<file path="config.mk">
export PLATFORM = sky130hd
export DESIGN_NAME = spi_cmd_engine_flat
export DESIGN_NICKNAME = d
export VERILOG_FILES = /design/src/rtl/spi_cmd_engine_if.sv /design/src/rtl/spi_cmd_engine.sv /design/src/flat_wrapper.sv
export SDC_FILE = /design/constraint.sdc
export NUM_CORES = 1
export LEC_CHECK = 0
export BUFFER_PORTS_ARGS = -buffer_cell sky130_fd_sc_hd__buf_2
export CAP_MARGIN = 10
export CORE_ASPECT_RATIO = 1.5
export CORE_UTILIZATION = 38
export DETAILED_ROUTE_END_ITERATION = 8
export GPL_TIMING_DRIVEN = 0
export SLEW_MARGIN = 40
export SYNTH_ARGS = -nofsm -noshare
export SYNTH_HDL_FRONTEND = slang
export SYNTH_SLANG_ARGS = --single-unit
</file>
<file path="constraint.sdc">
create_clock -name clk -period 2.5 [get_ports clk]
set_input_delay 0.75 -clock clk [delete_from_list [all_inputs] [get_ports clk]]
set_output_delay 0.75 -clock clk [all_outputs]
set_load 0.005 [all_outputs]
</file>
<file path="src/rtl/spi_cmd_engine_if.sv">
// Command/response handshake between the SD init sequencer and spi_cmd_engine.
// The sequencer owns the master side and the engine owns the slave side.
interface spi_cmd_engine_if #(
  parameter int RESP_WIDTH = 40
);
  logic                  cmd_valid_i;
  logic                  cmd_ready_o;
  logic [5:0]            cmd_index_i;
  logic [31:0]           cmd_arg_i;
  logic                  resp_long_i;
  logic [RESP_WIDTH-1:0] resp_o;
  logic                  resp_valid_o;
  logic                  timeout_o;

  modport slave (
    input  cmd_valid_i, cmd_index_i, cmd_arg_i, resp_long_i,
    output cmd_ready_o, resp_o, resp_valid_o, timeout_o
  );

  modport master (
    output cmd_valid_i, cmd_index_i, cmd_arg_i, resp_long_i,
    input  cmd_ready_o, resp_o, resp_valid_o, timeout_o
  );
endinterface

</file>
<file path="src/rtl/spi_cmd_engine.sv">
// Builds the 48-bit SD command frame with CRC7, shifts it out on MOSI using the
// driver's SCLK edge strobes, then hunts for and captures the R1 (or R3/R7) reply.
module spi_cmd_engine #(
  parameter int COMMAND_WIDTH   = 48,
  parameter int RESP_WAIT_BYTES = 8,
  parameter int RESP_WIDTH      = 40
) (
  input  logic clk,
  input  logic rst,
  input  logic sclk_posedge,
  input  logic sclk_negedge,
  input  logic miso_i,
  output logic mosi_o,
  output logic cs_n_o,
  spi_cmd_engine_if.slave bus
);

  localparam int WAIT_BITS = RESP_WAIT_BYTES * 8;
  localparam int BIT_W     = $clog2(COMMAND_WIDTH + 1);
  localparam int IDX_W     = $clog2(COMMAND_WIDTH);
  localparam int WAIT_W    = $clog2(WAIT_BITS + 1);
  localparam int RX_W      = $clog2(RESP_WIDTH + 1);

  typedef enum logic [2:0] {IDLE, SEND, WAIT, RECV, DONE} state_t;

  state_t                   r_state, w_state;
  logic [COMMAND_WIDTH-1:0] r_frame, w_frame;
  logic                     r_long, w_long;
  logic [BIT_W-1:0]         r_bitCnt, w_bitCnt;
  logic [WAIT_W-1:0]        r_waitCnt, w_waitCnt;
  logic [RX_W-1:0]          r_rxCnt, w_rxCnt;
  logic [RESP_WIDTH-1:0]    r_rx, w_rx;
  logic [RESP_WIDTH-1:0]    r_resp, w_resp;
  logic                     r_respValid, w_respValid;
  logic                     r_timeout, w_timeout;
  logic                     r_mosi, w_mosi;
  logic                     r_csN, w_csN;

  logic [39:0]              w_crcData;
  logic [COMMAND_WIDTH-1:0] w_newFrame;
  logic [IDX_W-1:0]         w_bitIdx;
  logic [RX_W-1:0]          w_lastRx;
  logic [RESP_WIDTH-1:0]    w_respFinal;

  // CRC7, polynomial x^7 + x^3 + 1, seed 0, MSB first.
  function automatic logic [6:0] crc7(input logic [39:0] data);
    logic [6:0] crc;
    logic       fb;
    crc = 7'd0;
    for (int i = 39; i >= 0; i--) begin
      fb  = data[i] ^ crc[6];
      crc = {crc[5:0], 1'b0};
      if (fb) crc = crc ^ 7'h09;
    end
    return crc;
  endfunction

  assign w_crcData   = {2'b01, bus.cmd_index_i, bus.cmd_arg_i};
  assign w_newFrame  = {w_crcData, crc7(w_crcData), 1'b1};
  assign w_bitIdx    = IDX_W'(COMMAND_WIDTH - 1) - IDX_W'(r_bitCnt);
  assign w_lastRx    = r_long ? RX_W'(RESP_WIDTH - 1) : RX_W'(7);
  assign w_respFinal = r_long ? r_rx : {r_rx[7:0], {(RESP_WIDTH-8){1'b0}}};

  assign bus.cmd_ready_o  = (r_state == IDLE);
  assign bus.resp_o       = r_resp;
  assign bus.resp_valid_o = r_respValid;
  assign bus.timeout_o    = r_timeout;
  assign mosi_o           = r_mosi;
  assign cs_n_o           = r_csN;

  always_ff @(posedge clk or negedge rst) begin
    if (!rst) begin
      r_state     <= IDLE;
      r_frame     <= '0;
      r_long      <= 1'b0;
      r_bitCnt    <= '0;
      r_waitCnt   <= '0;
      r_rxCnt     <= '0;
      r_rx        <= '0;
      r_resp      <= '0;
      r_respValid <= 1'b0;
      r_timeout   <= 1'b0;
      r_mosi      <= 1'b1;
      r_csN       <= 1'b1;
    end else begin
      r_state     <= w_state;
      r_frame     <= w_frame;
      r_long      <= w_long;
      r_bitCnt    <= w_bitCnt;
      r_waitCnt   <= w_waitCnt;
      r_rxCnt     <= w_rxCnt;
      r_rx        <= w_rx;
      r_resp      <= w_resp;
      r_respValid <= w_respValid;
      r_timeout   <= w_timeout;
      r_mosi      <= w_mosi;
      r_csN       <= w_csN;
    end
  end

  always_comb begin
    w_state     = r_state;
    w_frame     = r_frame;
    w_long      = r_long;
    w_bitCnt    = r_bitCnt;
    w_waitCnt   = r_waitCnt;
    w_rxCnt     = r_rxCnt;
    w_rx        = r_rx;
    w_resp      = r_resp;
    w_respValid = 1'b0;
    w_timeout   = 1'b0;
    w_mosi      = r_mosi;
    w_csN       = r_csN;

    unique case (r_state)
      IDLE: begin
        w_mosi = 1'b1;
        w_csN  = 1'b1;
        if (bus.cmd_valid_i) begin
          w_frame   = w_newFrame;
          w_long    = bus.resp_long_i;
          w_mosi    = w_newFrame[COMMAND_WIDTH-1];
          w_csN     = 1'b0;
          w_bitCnt  = '0;
          w_waitCnt = '0;
          w_rxCnt   = '0;
          w_rx      = '0;
          w_state   = SEND;
        end
      end

      // Counting to COMMAND_WIDTH marks the last bit as sampled; the following
      // falling edge releases MOSI high and starts the response hunt.
      SEND: begin
        if (sclk_posedge && (r_bitCnt != BIT_W'(COMMAND_WIDTH))) begin
          w_bitCnt = r_bitCnt + 1'b1;
        end else if (sclk_negedge) begin
          if (r_bitCnt == BIT_W'(COMMAND_WIDTH)) begin
            w_mosi    = 1'b1;
            w_waitCnt = '0;
            w_state   = WAIT;
          end else begin
            w_mosi = r_frame[w_bitIdx];
          end
        end
      end

      WAIT: begin
        if (sclk_posedge) begin
          if (!miso_i) begin
            w_rx    = {r_rx[RESP_WIDTH-2:0], 1'b0};
            w_rxCnt = RX_W'(1);
            w_state = RECV;
          end else begin
            w_waitCnt = r_waitCnt + 1'b1;
            if (r_waitCnt == WAIT_W'(WAIT_BITS - 1)) begin
              w_timeout = 1'b1;
              w_csN     = 1'b1;
              w_mosi    = 1'b1;
              w_state   = IDLE;
            end
          end
        end
      end

      RECV: begin
        if (sclk_posedge) begin
          w_rx    = {r_rx[RESP_WIDTH-2:0], miso_i};
          w_rxCnt = r_rxCnt + 1'b1;
          if (r_rxCnt == w_lastRx) w_state = DONE;
        end
      end

      DONE: begin
        w_resp      = w_respFinal;
        w_respValid = 1'b1;
        w_csN       = 1'b1;
        w_state     = IDLE;
      end

      default: w_state = IDLE;
    endcase
  end

endmodule

</file>
<file path="src/flat_wrapper.sv">
// flat-port wrapper written by rule: the top's interface ports become plain ports
module spi_cmd_engine_flat 
#(
  parameter int COMMAND_WIDTH   = 48,
  parameter int RESP_WAIT_BYTES = 8,
  parameter int RESP_WIDTH      = 40
)
  (clk, rst, sclk_posedge, sclk_negedge, miso_i, mosi_o, cs_n_o, bus_cmd_valid_i, bus_cmd_index_i, bus_cmd_arg_i, bus_resp_long_i, bus_cmd_ready_o, bus_resp_o, bus_resp_valid_o, bus_timeout_o);
  spi_cmd_engine_if #(.RESP_WIDTH(RESP_WIDTH)) bus_i ();
  input  logic clk;
  input  logic rst;
  input  logic sclk_posedge;
  input  logic sclk_negedge;
  input  logic miso_i;
  output logic mosi_o;
  output logic cs_n_o;
  input wire logic [$bits(bus_i.cmd_valid_i)-1:0] bus_cmd_valid_i;
  input wire logic [$bits(bus_i.cmd_index_i)-1:0] bus_cmd_index_i;
  input wire logic [$bits(bus_i.cmd_arg_i)-1:0] bus_cmd_arg_i;
  input wire logic [$bits(bus_i.resp_long_i)-1:0] bus_resp_long_i;
  output wire logic [$bits(bus_i.cmd_ready_o)-1:0] bus_cmd_ready_o;
  output wire logic [$bits(bus_i.resp_o)-1:0] bus_resp_o;
  output wire logic [$bits(bus_i.resp_valid_o)-1:0] bus_resp_valid_o;
  output wire logic [$bits(bus_i.timeout_o)-1:0] bus_timeout_o;
  assign bus_i.cmd_valid_i = bus_cmd_valid_i;
  assign bus_i.cmd_index_i = bus_cmd_index_i;
  assign bus_i.cmd_arg_i = bus_cmd_arg_i;
  assign bus_i.resp_long_i = bus_resp_long_i;
  assign bus_cmd_ready_o = bus_i.cmd_ready_o;
  assign bus_resp_o = bus_i.resp_o;
  assign bus_resp_valid_o = bus_i.resp_valid_o;
  assign bus_timeout_o = bus_i.timeout_o;
  spi_cmd_engine #(.COMMAND_WIDTH(COMMAND_WIDTH), .RESP_WAIT_BYTES(RESP_WAIT_BYTES), .RESP_WIDTH(RESP_WIDTH)) u_core (.clk(clk), .rst(rst), .sclk_posedge(sclk_posedge), .sclk_negedge(sclk_negedge), .miso_i(miso_i), .mosi_o(mosi_o), .cs_n_o(cs_n_o), .bus(bus_i));
endmodule
</file>
==> impl_summary.txt <==
----------------------------------------------------
[STA]
  Final worst slack ... 0.0659 ns
  Crit share post-route ... a little over nine tenths
  Hold WS ... approximately 0.21 ns
  Total of endpoints with negative setup slack in the final report ... 0
  Max-slew headroom ... 55.9%
  Final max-slew violation count ... 0
  Setup TNS ... 0 ns
  Max Clk Rate ... a little over 400 MHz
  Post-layout minimum cycle time ... around 2.4 ns
  Hold Violations, Final ... 0
  Clock tree skew after final layout ... 0.00866 ns
  Transition time at the pin with the least slew margin ... 0.661 ns

[Layout]
  Final std cell area, no fill ... between 0.008 and 0.009 mm2
  Most common library cell in the layout ignoring fill and taps ... sky130_fd_sc_hd__nand2_1
  Commonest cells after routing, fill and taps aside ... sky130_fd_sc_hd__nand2_1 (218), sky130_fd_sc_hd__dfrtp_1 (150), sky130_fd_sc_hd__buf_2 (86), sky130_fd_sc_hd__o21ai_0 (54), sky130_fd_sc_hd__a22o_1 (40)
  Number of nets in the layout ... 860
  Share of layout cells above drive strength 1 ... between 20% and 30%
  Area growth from synthesis to layout ... 21.9%
  Count of inserted antenna diode cells ... 0

[Detailed routing]
  Drt first-iter violations ... between 150 and 200
  Via-per-instance ratio ... a little under 5
  Router iterations before antenna repair ... 5
  Antenna violation net count after detailed routing ... 0
  Routed via count ... between 5k and 6k
  Routed Wire Length ... between 15 and 20 mm
  Drc violations ... 0
  Wirelength per Cell ... between 15 and 20 um

[CTS]
  TritonCTS clock tree ... built
  Clock slew seen by the registers of the worst setup and hold paths ... about 0.070 ns
  Clock root cell ... sky130_fd_sc_hd__clkbuf_16
  Number of levels in the clock H-tree ... 4
  Clock buffers created by TritonCTS ... 17
  Worst-skew pair later-pin latency ... about 0.42 ns
  Count of hold buffers inserted by post-cts repair ... 0
  Max Buffers Root-to-Sink ... 2
  Clock net sink count ... 153

[Die]
  Die Y ... around 170 um
  Core box area ... between 0.015 and 0.02 mm2
  Row count ... a little over 60
  Width of the die ... 115 um
  Top-Level Pins ... 90
  DIE AREA ... between 0.015 and 0.02 mm2
  Effective utilization at floorplan ... 39.1%

[GRT]
  Global-route wire length before repair ... ~27 mm
  Initial antenna violation count ... 0
  Overall routing resource usage ... ~18%
  Overflow left after global routing ... 0
  Pin count of the biggest net entering global routing ... just over 60
  Number of global-route vias before repair ... 5,469

[Synth]
  Primary FF master, synth ... sky130_fd_sc_hd__dfrtp_1
  EDFF count, synth ... 0
  Number of distinct library cells after synthesis ... between 40 and 50
  #FFs+latches synth ... 153
  Synthesized netlist net count ... 752
  Proportion of synthesized chip area in sequential cells ... 52.6%
  Share of async-settable or async-resettable flops after synthesis ... 100%
  Instance count of the mapped netlist ... 702
  Total number of yosys warnings ... 0
  Mean post-synth cell area ... between 10 and 15 um2
  Top-area cell type share of the netlist area ... 51.9%
  Leading post-synthesis cells by cell area ... sky130_fd_sc_hd__dfrtp_1 (52%), sky130_fd_sc_hd__nand2_1 (11%), sky130_fd_sc_hd__xnor2_1 (4.9%)
  Post-synthesis cell type with the largest combined area ... sky130_fd_sc_hd__dfrtp_1
  Post-Syn Area ... 0.00728 mm2

[Worst setup path]
  CP required ... 2.80 ns
  Most common cell type on the critical path ... sky130_fd_sc_hd__xnor3_1
  Critical path capture point type ... flip-flop
  Data arrival time of the worst path ... 2.73 ns
  Worst-path cell chain ... buf_2 -> xnor3_1 -> xnor3_2 -> xor2_4 -> xor2_2 -> xnor3_1 -> xnor2_1 -> o21ai_1
  CP startpoint kind ... primary input
  Max incr delay on CP ... between 0.4 and 0.5 ns
  Critical-path top delay cell ... sky130_fd_sc_hd__xnor3_1
  Critical Path Fanout Max ... 4
  Startpoint-to-endpoint class of the critical path ... primary input to flip-flop

[Pwr]
  Power spent charging and discharging nets ... around 0.0032 W
  Logic pwr share ... 35.8%
  Overall power ... a little over 0.009 W
  Largest voltage drop on the vdd net ... about 0.55 mV
  Switching fraction of total power ... between 30% and 40%
  Portion of total power attributed to sequential cells ... 34.6%
  Clock share of power ... around 30%
  Internal portion of total power ... 0.00612 W
  Leak pwr ... 4.26 nW
  Pwr/cell area ... 1050 mW/mm2

[Placed design]
  Instance area at placement ... 0.00815 mm2
  Post-detail-place hpwl ... ~12 mm
  Number of I/O port buffers ... a little under 90
  Setup slack after placement ... -0.630 ns
  Routability Congestion ... 0.804

[Worst hold path]
  Type of the worst min-delay path ... primary input to async pin

[Outcome]
  Outcome ... completed

[Flow run]
  Max-Cap Viols ... 0

----------------------------------------------------
## path summary, 6_finish.rpt
path	startpoint	endpoint	slack [ns]	depth (start not counted)
hold / removal	rst	u_core.bus.resp_o[6]$_DFFE_PN0P_	0.21	1
setup reg to reg	u_core.r_bitCnt[1]$_DFFE_PN0P_	u_core.r_waitCnt[4]$_DFFE_PN0P_	0.24	11
setup / recovery	bus_cmd_index_i[2]	u_core.r_frame[5]$_DFFE_PN0P_	0.07	8
max in group asynchronous	rst	u_core.r_bitCnt[1]$_DFFE_PN0P_	1.67	2
min in group clk	u_core.r_frame[41]$_DFFE_PN0P_	u_core.r_frame[41]$_DFFE_PN0P_	0.47	2
hold reg to reg	u_core.r_frame[41]$_DFFE_PN0P_	u_core.r_frame[41]$_DFFE_PN0P_	0.47	2
## area by class of cell
cell class                 count  area [um2]
timing repair buffer          90         508
inverter                       6        22.5
clock inverter                13         190
tap                          252         315
sequential                   153        3830
fill                        1816        9750
multi-input combinational    500        3380
clock buffer                  19         443
buffer                        42         180
## synth_stat cells (2+ instances only)
cell type                    n
sky130_fd_sc_hd__nand2_1   218
sky130_fd_sc_hd__dfrtp_1   151
sky130_fd_sc_hd__o21ai_0    55
sky130_fd_sc_hd__xnor2_1    41
sky130_fd_sc_hd__a22o_1     40
sky130_fd_sc_hd__clkbuf_1   38
sky130_fd_sc_hd__nor2_1     26
sky130_fd_sc_hd__xor2_1     17
sky130_fd_sc_hd__mux2i_1    13
sky130_fd_sc_hd__mux4_2     13
sky130_fd_sc_hd__nand3_1    10
sky130_fd_sc_hd__xnor3_1    10
sky130_fd_sc_hd__a21oi_1     6
sky130_fd_sc_hd__inv_1       6
sky130_fd_sc_hd__a31oi_1     5
sky130_fd_sc_hd__ha_1        5
sky130_fd_sc_hd__nand4_1     5
sky130_fd_sc_hd__nor3_1      4
sky130_fd_sc_hd__and3_1      3
sky130_fd_sc_hd__buf_1       3
sky130_fd_sc_hd__o21ai_1     3
sky130_fd_sc_hd__xor3_1      3
sky130_fd_sc_hd__and2_0      2
sky130_fd_sc_hd__buf_2       2
sky130_fd_sc_hd__dfstp_2     2
sky130_fd_sc_hd__o211ai_1    2
sky130_fd_sc_hd__o31ai_1     2
sky130_fd_sc_hd__xnor3_2     2
## layer usage
| layer | vias up | global-route usage [%] | wire (um) | share of wire, % |
|---|---|---|---|---|
| met1 | 2519 | 20.5 | 6810 | 42 |
| met2 | 111 | 33.7 | 8850 | 54 |
| met5 | - | 0 | 0 | 0 |
| met3 | 25 | 3.63 | 471 | 2.9 |
| met4 | 0 | 6.21 | 263 | 1.6 |
| li1 | 2589 | - | - | - |
## worst max-delay path, delay by kind of cell
family	cells	cell delay, ns
buf+inv	1	0.16
compound gates	1	0.07
xor+xnor	6	1.75
## sequential cells by signal, summed over array words and instances, names as in the netlist
register,count
u_core.r_rx,40
u_core.bus.resp_valid_o,1
u_core.r_state,3
u_core.r_waitCnt,7
u_core.r_rxCnt,6
u_core.bus.timeout_o,1
u_core.bus.resp_o,40
u_core.r_frame,46
u_core.r_bitCnt,6
u_core.r_long,1
u_core.mosi_o,1
u_core.cs_n_o,1
## kinds of logic (layout without fill, tap and decap cells)
group                      Yosys count  count (layout)  synth area share (%)
muxes                               26              26                  5.81
xor gates and xnor gates            76              76                  12.5
buffers and inverters               49             170                  2.56
adders and majority gates            5               5                 0.859
AOI/OAI and AO/OA                  119             119                  10.7
DFF                                153             153                  52.6
and+or+nand+nor                    274             274                  14.9
## repair_timing
| action | in CTS | in global routing |
|---|---|---|
| pin swaps | 1 | 6 |
| setup endpoints to repair | 77 | 60 |
| resized for setup | 10 | 14 |
| buffers inserted | 1 | 0 |
## stage by stage
stage / utilization [%] / std cells
after global placement: 43.4 / 1041
after detailed placement: 43.7 / 1043
after floorplan: - / 702
after global routing: 47.7 / 1075
after CTS: 47.4 / 1076
final: 47.7 / 1075
## power groups by stage
stage               combinational (W)  clock (W)  sequential [W]
floorplan                     0.00249          0         0.00316
global placement              0.00321          0         0.00323
detailed placement            0.00326          0         0.00325
CTS                           0.00333    0.00280         0.00321
global route                  0.00371    0.00289         0.00327
finish                        0.00332    0.00275         0.00321
Note: power is estimated with default switching activity, not from simulation.
